`src/rtl/uart_rx_ctrl.sv`:
```
// UART receive controller: synchronises Rx, times 16x oversampled bits and
// emits shift/load_buffer strobes. Define RX_CTRL_MAJORITY_EN for 2-of-3 voting.
module uart_rx_ctrl #(
    parameter int unsigned CLK_DIV   = 27,
    parameter int unsigned DATA_BITS = 8
) (
    input  logic CLOCK,
    input  logic reset,
    input  logic Rx,
    input  logic rx_en,
    input  logic clr_ferr,
    output logic rx_bit,
    output logic shift,
    output logic load_buffer,
    output logic busy,
    output logic framing_err
);

    localparam int unsigned DIV_W  = 8;
    localparam int unsigned SAMP_W = 4;
    localparam int unsigned BIT_W  = 3;

    typedef enum logic [1:0] {
        ST_IDLE,
        ST_START,
        ST_DATA,
        ST_STOP
    } state_t;

    state_t              r_state;
    state_t              w_state_nxt;
    logic                r_rx_meta;
    logic                r_rx_s;
    logic [DIV_W-1:0]    r_div;
    logic [SAMP_W-1:0]   r_samp;
    logic [BIT_W-1:0]    r_bit;
    logic                r_rx_bit;
    logic                r_shift;
    logic                r_load;
    logic                r_busy;
    logic                r_ferr;

    logic                w_tick;
    logic                w_decide;
    logic                w_sample;
    logic                w_start;
    logic                w_shift_nxt;
    logic                w_load_nxt;
    logic                w_ferr_set;
    logic                w_bit_inc;
    logic                w_bit_clr;

    assign w_tick = (r_div == DIV_W'(CLK_DIV - 1));

`ifdef RX_CTRL_MAJORITY_EN
    logic r_s6;
    logic r_s7;

    // Early samples held for the vote taken at the sample-8 tick.
    always_ff @(posedge CLOCK or posedge reset) begin
        if (reset) begin
            r_s6 <= 1'b1;
            r_s7 <= 1'b1;
        end else if (w_tick) begin
            if (r_samp == SAMP_W'(6)) r_s6 <= r_rx_s;
            if (r_samp == SAMP_W'(7)) r_s7 <= r_rx_s;
        end
    end

    assign w_decide = w_tick && (r_samp == SAMP_W'(8));
    assign w_sample = (r_s6 & r_s7) | (r_s6 & r_rx_s) | (r_s7 & r_rx_s);
`else
    assign w_decide = w_tick && (r_samp == SAMP_W'(7));
    assign w_sample = r_rx_s;
`endif

    always_ff @(posedge CLOCK or posedge reset) begin
        if (reset) begin
            r_rx_meta <= 1'b1;
            r_rx_s    <= 1'b1;
        end else begin
            r_rx_meta <= Rx;
            r_rx_s    <= r_rx_meta;
        end
    end

    always_ff @(posedge CLOCK or posedge reset) begin
        if (reset) r_state <= ST_IDLE;
        else       r_state <= w_state_nxt;
    end

    // Next state and strobe decisions; disabling always wins over sampling.
    always_comb begin
        w_state_nxt = r_state;
        w_start     = 1'b0;
        w_shift_nxt = 1'b0;
        w_load_nxt  = 1'b0;
        w_ferr_set  = 1'b0;
        w_bit_inc   = 1'b0;
        w_bit_clr   = 1'b0;
        case (r_state)
            ST_IDLE: begin
                if (rx_en && !r_rx_s) begin
                    w_state_nxt = ST_START;
                    w_start     = 1'b1;
                end
            end
            ST_START: begin
                if (!rx_en) begin
                    w_state_nxt = ST_IDLE;
                end else if (w_decide) begin
                    if (!w_sample) begin
                        w_state_nxt = ST_DATA;
                        w_bit_clr   = 1'b1;
                    end else begin
                        w_state_nxt = ST_IDLE;
                    end
                end
            end
            ST_DATA: begin
                if (!rx_en) begin
                    w_state_nxt = ST_IDLE;
                end else if (w_decide) begin
                    w_shift_nxt = 1'b1;
                    if (r_bit == BIT_W'(DATA_BITS - 1)) w_state_nxt = ST_STOP;
                    else                                w_bit_inc   = 1'b1;
                end
            end
            ST_STOP: begin
                if (!rx_en) begin
                    w_state_nxt = ST_IDLE;
                end else if (w_decide) begin
                    w_state_nxt = ST_IDLE;
                    if (w_sample) w_load_nxt = 1'b1;
                    else          w_ferr_set = 1'b1;
                end
            end
            default: w_state_nxt = ST_IDLE;
        endcase
    end

    // Oversample timing: divider held at zero while idle, restarted on the start edge.
    always_ff @(posedge CLOCK or posedge reset) begin
        if (reset) begin
            r_div  <= '0;
            r_samp <= '0;
            r_bit  <= '0;
        end else begin
            if (w_start || (r_state == ST_IDLE) || w_tick) r_div <= '0;
            else                                           r_div <= r_div + DIV_W'(1);

            if (w_start)     r_samp <= '0;
            else if (w_tick) r_samp <= r_samp + SAMP_W'(1);

            if (w_bit_clr)      r_bit <= '0;
            else if (w_bit_inc) r_bit <= r_bit + BIT_W'(1);
        end
    end

    always_ff @(posedge CLOCK or posedge reset) begin
        if (reset) begin
            r_rx_bit <= 1'b0;
            r_shift  <= 1'b0;
            r_load   <= 1'b0;
            r_busy   <= 1'b0;
            r_ferr   <= 1'b0;
        end else begin
            r_shift <= w_shift_nxt;
            r_load  <= w_load_nxt;
            r_busy  <= (w_state_nxt != ST_IDLE);
            if (w_shift_nxt) r_rx_bit <= w_sample;
            if (w_ferr_set)    r_ferr <= 1'b1;
            else if (clr_ferr) r_ferr <= 1'b0;
        end
    end

    assign rx_bit      = r_rx_bit;
    assign shift       = r_shift;
    assign load_buffer = r_load;
    assign busy        = r_busy;
    assign framing_err = r_ferr;

endmodule

```
`config.mk`:
```
export PLATFORM = sky130hd
export DESIGN_NAME = uart_rx_ctrl
export DESIGN_NICKNAME = d
export VERILOG_FILES = /design/src/rtl/uart_rx_ctrl.sv
export SDC_FILE = /design/constraint.sdc
export NUM_CORES = 1
export LEC_CHECK = 0
export ABC_AREA = 1
export ABC_CLOCK_PERIOD_IN_PS = 1500
export CELL_PAD_IN_SITES_DETAIL_PLACEMENT = 1
export CELL_PAD_IN_SITES_GLOBAL_PLACEMENT = 1
export CORE_MARGIN = 4
export CORE_UTILIZATION = 43
export CTS_CLUSTER_SIZE = 40
export DETAILED_ROUTE_END_ITERATION = 8
export GPL_TIMING_DRIVEN = 0
export PLACE_DENSITY = 0.87
export SETUP_SLACK_MARGIN = 0.4
export SLEW_MARGIN = 10
export SYNTH_ARGS = -nofsm -noshare
export SYNTH_HDL_FRONTEND = slang
export SYNTH_SLANG_ARGS = --single-unit
```
`constraint.sdc`:
```
create_clock -name CLOCK -period 1.5 [get_ports CLOCK]
set_input_delay 0.375 -clock CLOCK [delete_from_list [all_inputs] [get_ports CLOCK]]
set_output_delay 0.375 -clock CLOCK [all_outputs]
set_load 0.01 [all_outputs]
```
==> Word-level counts from Yosys, hierarchy flattened <==
Index checks and enable logic that the tools add are counted.
{ "classes": {"add_sub_neg": 3, "n_eq_ne": 6, "mux": 35, "n_reduce_logical": 10} }
{ "ops": {"columns": ["op", "n"], "rows": [
  ["1-bit two-way mux", 20],
  ["2-bit two-way mux", 9],
  ["8-bit by 1-bit adder with 8-bit output (second input constant)", 1],
  ["8-bit by 5-bit equality test with 1-bit output (second input constant)", 1],
  ["4-bit two-way mux", 2],
  ["8-bit two-way mux", 1],
  ["2-bit case mux with 4 select lines", 1],
  ["2-bit nonzero test", 4],
  ["3-bit two-way mux", 2],
  ["4-bit by 1-bit adder with 4-bit output (second input constant)", 1],
  ["2-bit equality test (second input constant)", 2],
  ["4-bit by 3-bit equality test with 1-bit output (second input constant)", 1],
  ["3-bit by 1-bit adder with 3-bit output (second input constant)", 1],
  ["3-bit equality test (second input constant)", 1],
  ["2-bit by 1-bit equality test with 1-bit output (second input constant)", 1],
  ["1-bit logical AND", 2],
  ["2-bit zero test", 1],
  ["1-bit logical OR", 2],
  ["1-bit zero test", 1]
]} }
{ "totals": {"regBits": 24, "input_bits": 5, "output_inout_bits": 5, "word_cells": 65} }

==> Logic depth before layout (Yosys ltp) <==
Gate-level depths: netlist (run 1).
{ "logic_depth": {"ltp_word": 7, "depth_mapped": 11, "depth_no_buf": 11} }

==> Worst setup path after synthesis (run 1) <==
OpenSTA, ideal clock, no wires.
{ "synth_timing": {"path_kind": "register to register", "startpoint": "reg r_div[0]", "endpoint": "reg r_busy, in the netlist busy", "arrival_time_ns": 1.260, "t_required_ns": 1.382, "slack_ns": 0.122, "path_stages_with_launch": 12, "path_buffers": 0, "path_cell_list": "dfrtp_1 > inv_1 > ha_1 > inv_1 > nor2_4 > nand2_4 > nor2_8 > nand2_4 > nand2_2 > nand2_2 > nor2_2 > nand2_1"} }
{ "synth_via": {"elab_chain_len": 6, "elab_cells_between_ends": 10, "classes_between": "eq/ne: 1; mux: 7; reduce/logical: 2"} }
{ "synth_rtl": {"columns": ["element", "line_no", "source"], "rows": [
  ["start: declaration", "34", "logic [DIV_W-1:0] r_div;"],
  ["start signal: assignment", "150", "else r_div <= r_div + DIV_W'(1);"],
  ["8-bit by 5-bit equality test with 1-bit output *", "53", "assign w_tick = (r_div == DIV_W'(CLK_DIV - 1));"],
  ["1-bit logical AND *", "73", "assign w_decide = w_tick && (r_samp == SAMP_W'(7));"],
  ["2-bit two-way mux (on tied branches)", "132, 111, 123", null],
  ["2-bit two-way mux (on tied branches)", "130, 109, 121", null],
  ["2-bit case mux with 4 select lines *", "101", "case (r_state)"],
  ["2-bit nonzero test *", "170", "r_busy <= (w_state_nxt != ST_IDLE);"],
  ["end signal: assignment", "170", null],
  ["end: declaration", "40", "logic r_busy;"]
]} }
Mark *: on every way between the ends. The rest lies on a longest branch, timed or not.
A chain may end at the register's enable or synchronous reset.

==> Worst setup path in the final report (run 1) <==
{ "layout_timing": {"startpoint": "reg r_div[0]", "endpoint": "reg r_rx_bit, in the netlist rx_bit"} }
{ "layout_via": {"elab_chain_len": 5} }
{ "layout_rtl": {"columns": ["element", "line_no", "source"], "rows": [
  ["8-bit by 5-bit equality test with 1-bit output", "53", null],
  ["1-bit logical AND", "73", null],
  ["1-bit two-way mux", "123", "end else if (w_decide) begin"],
  ["1-bit two-way mux", "121", "if (!rx_en) begin"],
  ["1-bit two-way mux", "101", null],
  ["end signal: assignment", "171", "if (w_shift_nxt) r_rx_bit <= w_sample;"],
  ["end: declaration", "37", "logic r_rx_bit;"]
]} }
Every way passes these cells.

==> flow_metrics.tcl, run 1 <==
set metrics [dict create \
    synth-compound-area-share 0.04420 \
    place_area_um2 1420 \
    switching_power_mw 0.3280 \
    yosys.area_share.simple 0.3458 \
    vdd.ir_drop.worst_uv 521.1 \
    p_clk_frac 0.379 \
    synthXorXnorAreaFrac 0.01375 \
    holdCritPathClass "reg -> reg" \
    arrival_ns 1.74 \
    ys_seq_area_frac 0.4735 \
    grt_pass1_vias 1116 \
    outcome "complete, but fails checks" \
    ctsHoldBuffers 0 \
    yosysUniqueCellTypes 26 \
    switching_share 0.2493 \
    vias 1023 \
    ys_ff_latch 24 \
    path_class "reg -> reg" \
    final_common_cell "dfrtp_1" \
    synth_top_family_by_area "simple AND/OR/NAND/NOR gates" \
    cts_sinks 24 \
    power_mw 1.316 \
    port_buffers 9 \
    violations "negative setup slack" \
    synthCells 138 \
    dr_wl_met2_mm 1.854 \
    finalHoldViolCount 0 \
    slowest_stage "dfrtp_1" \
    syn-cell-area_um2 1274 \
    required_ns 1.74 \
    dr_wl_met3_um 85 \
    comb_power_share 0.103 \
    ctsRootBufferMaster "clkbuf_4" \
    die_h_um 62.43 \
    drc_errors 0 \
    whs_path_depth 0 \
    path_buf_inv 1 \
    dr.max_layer_used "met4" \
    tns_ns -0.003459 \
    r2r_end "rx_bit" \
    drt_pass1_iterations 4 \
    ant_nets 0 \
    powerDensity_nw_per_um2 786.4 \
    slew_headroom 0.6424 \
    grt_pass1_wl_mm 5.616 \
    initial_core_util 0.4541 \
    wl_per_cell_um 19.50 \
    critPathLaunchType "flip-flop" \
    nets 169 \
    vias_per_cell 5.413 \
    drt-total-wl_mm 3.686 \
    synth-warning-count 0 \
    core_um2 2805 \
    path_cells "inv_2 > ha_4 > nand2_2 > nor2_2 > nand2_2 > nor2_4 > nand2_2 > nand2_2 > o21ai_1" \
    die-width_um 62.43 \
    fillers 313 \
    r2r_setup_slack_ns -0.003 \
    final.setup.worst_slack_ns -0.003459 \
    max_cap_violations 0 \
    fin_skew_ns 0.004986 \
    muxShareOfSynthArea 0 \
    slowest_delay_ns 0.43 \
    critPathMostFrequentCell "nand2_2" \
    r2r_start "r_div[0]" \
    synthAdderAreaFrac 0.04912 \
    drt_iter0_markers 32 \
    crit_cells 9 \
    diodes 0 \
    place_congestion 0.8229 \
    drive_gt1_frac 0.4873 \
    wl_met1_mm 1.609 \
    fin_crit_sh 1.002 \
    final_cell_mix "20 x dfrtp_1, 17 x inv_1, 14 x nand2_2" \
    rsz0062_at_grt "true" \
    tightest_slew_ns 0.5353 \
    seq_power_share 0.519 \
    grt_start_max_net_pins 25 \
    area.growth.synth_to_final_pct 31.34 \
    r2r_cells 9 \
    worstSkewPairLatency_ns 0.34 \
    post-place-ws_ns -0.1300 \
    setup_viol 1 \
    min_from "r_rx_meta" \
    h-tree-depth 1 \
    die-area_um2 3897 \
    p_leak_nw 0.8086 \
    rows 19 \
    fin_util 0.5963 \
    antenna_found_initial 0 \
    cts_tree "yes" \
    fin_area_um2 1673 \
    clkSlewWorstSetupHoldPaths_ns 0.15 \
    avgSynthCellArea_um2 9.230 \
    cts_buffers 3 \
    finalMaxSlewViolations 0 \
    end_kind "flip-flop" \
    io_pins 10 \
    min_period_ns 1.503 \
    grt.total_usage 0.1875 \
    min_to "r_rx_s" \
    dp_hpwl_mm 2.041 \
    gr-total-overflow 0 \
    timing.fmax_ghz 0.6651 \
    critPathMaxFanout 5 \
    intPower_mw 0.9875 \
    cpLargestDelayFamily "simple AND/OR/NAND/NOR gates" \
    syn_nets 148 \
    clk_path_buf_depth 2 \
]
==> layer usage <==
layer,vias up,track usage
met3,11,0.02878
met5,-,0
met1,513,0.2213
met4,0,0.07438
met2,18,0.3382
li1,481,-
==> power groups by stage <==
stage	registers [mW]	clock network (mW)	logic (mW)
final	0.682	0.498	0.135
after detailed placement	0.693	0	0.0871
after CTS	0.681	0.493	0.112
after global placement	0.691	0	0.0814
after floorplan	0.691	0	0.0509
after global routing	0.685	0.533	0.150
==> cell families after synthesis <==
group           count (synthesis)
buf+inv                        25
fa+ha+maj                       5
xor+xnor                        2
compound gates                 10
flops                          24
simple gates                   72
==> final cells by class <==
class                      count  area, µm²  area share
sequential                    24      605.6      0.3620
timing repair buffer          16      133.9     0.08003
inverter                      25      100.1     0.05984
tap                           31      38.79     0.02319
clock inverter                 1      30.03     0.01795
multi-input combinational     89      742.0      0.4435
clock buffer                   3      22.52     0.01346
==> synth_stat cells <==
| library cell | instances | area share |
|---|---|---|
| a21oi_1 | 4 | 0.016 |
| clkinv_1 | 1 | 0.0029 |
| dfrtp_1 | 22 | 0.43 |
| dfstp_2 | 2 | 0.041 |
| ha_1 | 5 | 0.049 |
| inv_1 | 22 | 0.065 |
| inv_2 | 2 | 0.0059 |
| nand2_1 | 20 | 0.059 |
| nand2_2 | 5 | 0.025 |
| nand2_4 | 3 | 0.027 |
| nand3_1 | 11 | 0.043 |
| nand3_2 | 2 | 0.016 |
| nand4_1 | 3 | 0.015 |
| nand4_4 | 1 | 0.017 |
| nor2_1 | 12 | 0.035 |
| nor2_2 | 3 | 0.015 |
| nor2_4 | 3 | 0.027 |
| nor2_8 | 2 | 0.031 |
| nor3_1 | 1 | 0.0039 |
| nor3b_1 | 4 | 0.024 |
| nor4_1 | 2 | 0.0098 |
| o21ai_0 | 3 | 0.012 |
| o21ai_1 | 1 | 0.0039 |
| o21ai_2 | 1 | 0.0069 |
| o21bai_1 | 1 | 0.0059 |
| xor2_1 | 2 | 0.014 |
==> through the flow <==
stage               instances  hold slack (ns)
global placement          178           0.3480
finish                    189           0.3671
detailed placement        178           0.3500
floorplan                 138           0.3452
global route              189           0.3748
CTS                       187           0.3690
==> registers in the layout (all words and copies together), names as in the netlist <==
name and flops:
r_bit 3, busy 1, load_buffer 1, r_rx_meta 1, r_state 2, shift 1, framing_err 1, r_samp 4
r_div 8, r_rx_s 1, rx_bit 1
==> worst max-delay path by stage <==
| stage | to | from | slack, ns |
|---|---|---|---|
| final | rx_bit | r_div[0] | -0.003 |
| after CTS | busy | r_div[0] | 0.06 |
| after global placement | r_bit[0] | rx_en | -0.08 |
| after floorplan | busy | r_div[0] | 0.12 |
| after detailed placement | r_samp[3] | rx_en | -0.13 |
| after global routing | rx_bit | r_div[0] | -0.09 |
==> timing repair <==
action	4_1_cts	5_1_grt
resized for setup	40	25
pin swaps	10	9
setup buffers	5	2
endpoints found under the setup margin	49	27
endpoints found under the hold margin	0	0
Note: power is estimated with default switching activity, not from simulation.
==> inputs of run 2 (changes only) <==
Settings changed: CAP_MARGIN set to 25.
==> results of run 2 <==
Same layout as run 1: the final DEF is identical, and so are final timing and power.
==> inputs of run 3 (changes only) <==
Settings changed: ABC_CLOCK_PERIOD_IN_PS 1500 to 1850, CORE_UTILIZATION 43 to 45, PLACE_DENSITY 0.87 to 0.9.
Clock period 1.5 ns to 1.85 ns, I/O delays scaled along.
==> flow_metrics.tcl, run 3 (synthesized netlist as in run 1, its figures left out) <==
set metrics [dict create \
    fin_hold_ws_ns 0.3656 \
    worstSkewPairLatency_ns 0.32 \
    critPathMostFrequentCell "inv_1" \
    ctsRootBufferMaster "clkbuf_4" \
    end_kind "flip-flop" \
    path_cells "inv_1 > ha_2 > inv_1 > nor2_4 > nand2_4 > nor2_8 > nand2_4 > nand2_1 > nand3_2 > inv_1 > nand2_1" \
    final_common_cell "dfrtp_1" \
    setup_viol 0 \
    die-width_um 61.20 \
    ant_nets 0 \
    powerDensity_nw_per_um2 607.7 \
    drt-total-wl_mm 2.741 \
    clk_path_buf_depth 2 \
    largest_register_ffs 8 \
    io_pins 10 \
    arrival_ns 1.69 \
    nets 166 \
    largest-register "r_div" \
    grt.total_usage 0.1706 \
    finalHoldViolCount 0 \
    cts_tree "yes" \
    grt_pass1_wl_mm 4.719 \
    holdCritPathClass "reg -> reg" \
    die_h_um 61.20 \
    path_class "reg -> reg" \
    port_buffers 9 \
    antenna_found_initial 0 \
    grt_pass1_vias 1129 \
    largestRegisters "r_div: 8 flops, r_samp: 4 flops, r_bit: 3 flops" \
    area.growth.synth_to_final_pct 16.90 \
    grt_start_max_net_pins 25 \
    tightest_slew_ns 0.8894 \
    vias_per_cell 5.285 \
    fin_cells 186 \
    power_mw 0.9048 \
    initial_core_util 0.4659 \
    outcome "finished clean" \
    rows 19 \
    core_um2 2734 \
    clkSlewWorstSetupHoldPaths_ns 0.13 \
    ctsHoldBuffers 0 \
    dp.cells 178 \
    slew_headroom 0.4064 \
    drc_errors 0 \
    rsz0062_at_grt "true" \
    final_cell_mix "22 x dfrtp_1, 21 x inv_1, 19 x nand2_1" \
    gr-total-overflow 0 \
    slowest_delay_ns 0.41 \
    tns_ns 0 \
    dp_hpwl_mm 2.032 \
    timing.fmax_ghz 0.6828 \
    finalMaxSlewViolations 0 \
    min_period_ns 1.465 \
    cts_buffers 3 \
    critPathLaunchType "flip-flop" \
    required_ns 2.07 \
    critPathMaxFanout 4 \
    wl_per_cell_um 14.74 \
    slowest_stage "dfrtp_1" \
    diodes 0 \
    drive_gt1_frac 0.2710 \
    max_cap_violations 0 \
    vias 983 \
    cts_sinks 24 \
    h-tree-depth 1 \
    fin_skew_ns 0.004305 \
    p_leak_nw 0.7681 \
    vdd.ir_drop.worst_uv 502.3 \
    place_congestion 0.7610 \
    drt_iter0_markers 19 \
    die-area_um2 3745 \
    fin_crit_sh 0.7917 \
    drt_pass1_iterations 4 \
]
run 3: changes by cell type in the layout (fill, tap and decap cells not counted), moves of 3 or more:
cell | previous run | this run
clkbuf_2 | 0 | 3
buf_2 | 5 | 0
nand2_1 | 11 | 19
nor2_1 | 8 | 12
nor3b_1 | 0 | 4
nor3b_2 | 4 | 0
nand2_2 | 14 | 5
o21ai_0 | 0 | 3
inv_1 | 17 | 21
run 3: worst max-delay path, delay by kind of cell, from the launching register on:
kind / cells / cell delay, ns
simple gates: 7 / 0.59
fa+ha+maj: 1 / 0.18
flops: 1 / 0.41
buf+inv: 3 / 0.19
run 3: final timing paths:
| kind | to | cells past startpoint | startpoint | slack (ns) |
|---|---|---|---|---|
| setup / recovery | busy | 11 | r_div[0] | 0.39 |
| hold / removal | r_rx_s | 0 | r_rx_meta | 0.37 |
| setup reg to reg | busy | 11 | r_div[0] | 0.39 |
| hold reg to reg | r_rx_s | 0 | r_rx_meta | 0.37 |
| max in group asynchronous | r_div[4] | 2 | reset | 0.68 |
| min in group asynchronous | framing_err | 2 | reset | 0.62 |
run 3: layout make-up:
class	instances	area (µm²)
Fill cell	305	1245
Tap cell	31	38.79
Sequential cell	24	603.1
Timing Repair Buffer	13	105.1
Multi-Input combinational cell	89	611.8
Clock buffer	4	36.28
Inverter	25	93.84
run 3: what timing repair did:
item / 4_1_cts / 5_1_grt
buffers inserted: 4 / 0
pin swaps: 5 / 3
setup endpoints to repair: 12 / 25
endpoints found under the hold margin: 0 / 0
gates resized for setup: 10 / 12
run 3: report_power, final:
part	leakage, nW	internal, mW	switching (mW)
combinational	0.428	0.0266	0.0479
clock	0.0210	0.120	0.159
sequential	0.319	0.538	0.0125
run 3: through the flow:
stage	worst slack, ns	utilization	instance area, µm²
3_3_place_gp	0.1850	0.5130	1403
6_report	0.3854	0.5446	1489
5_1_grt	0.2829	0.5446	1489
4_1_cts	0.3659	0.5382	1471
3_5_place_dp	0.1277	0.5130	1403
2_1_floorplan	0.4721	-	1274
run 3: metal layers:
metal | GRT usage | up-vias | share of wire
met5 | 0 | - | 0
met4 | 0.07740 | 0 | 0.011
met3 | 0.02306 | 6 | 0.018
met2 | 0.3248 | 11 | 0.58
met1 | 0.1844 | 492 | 0.39
li1 | - | 474 | -
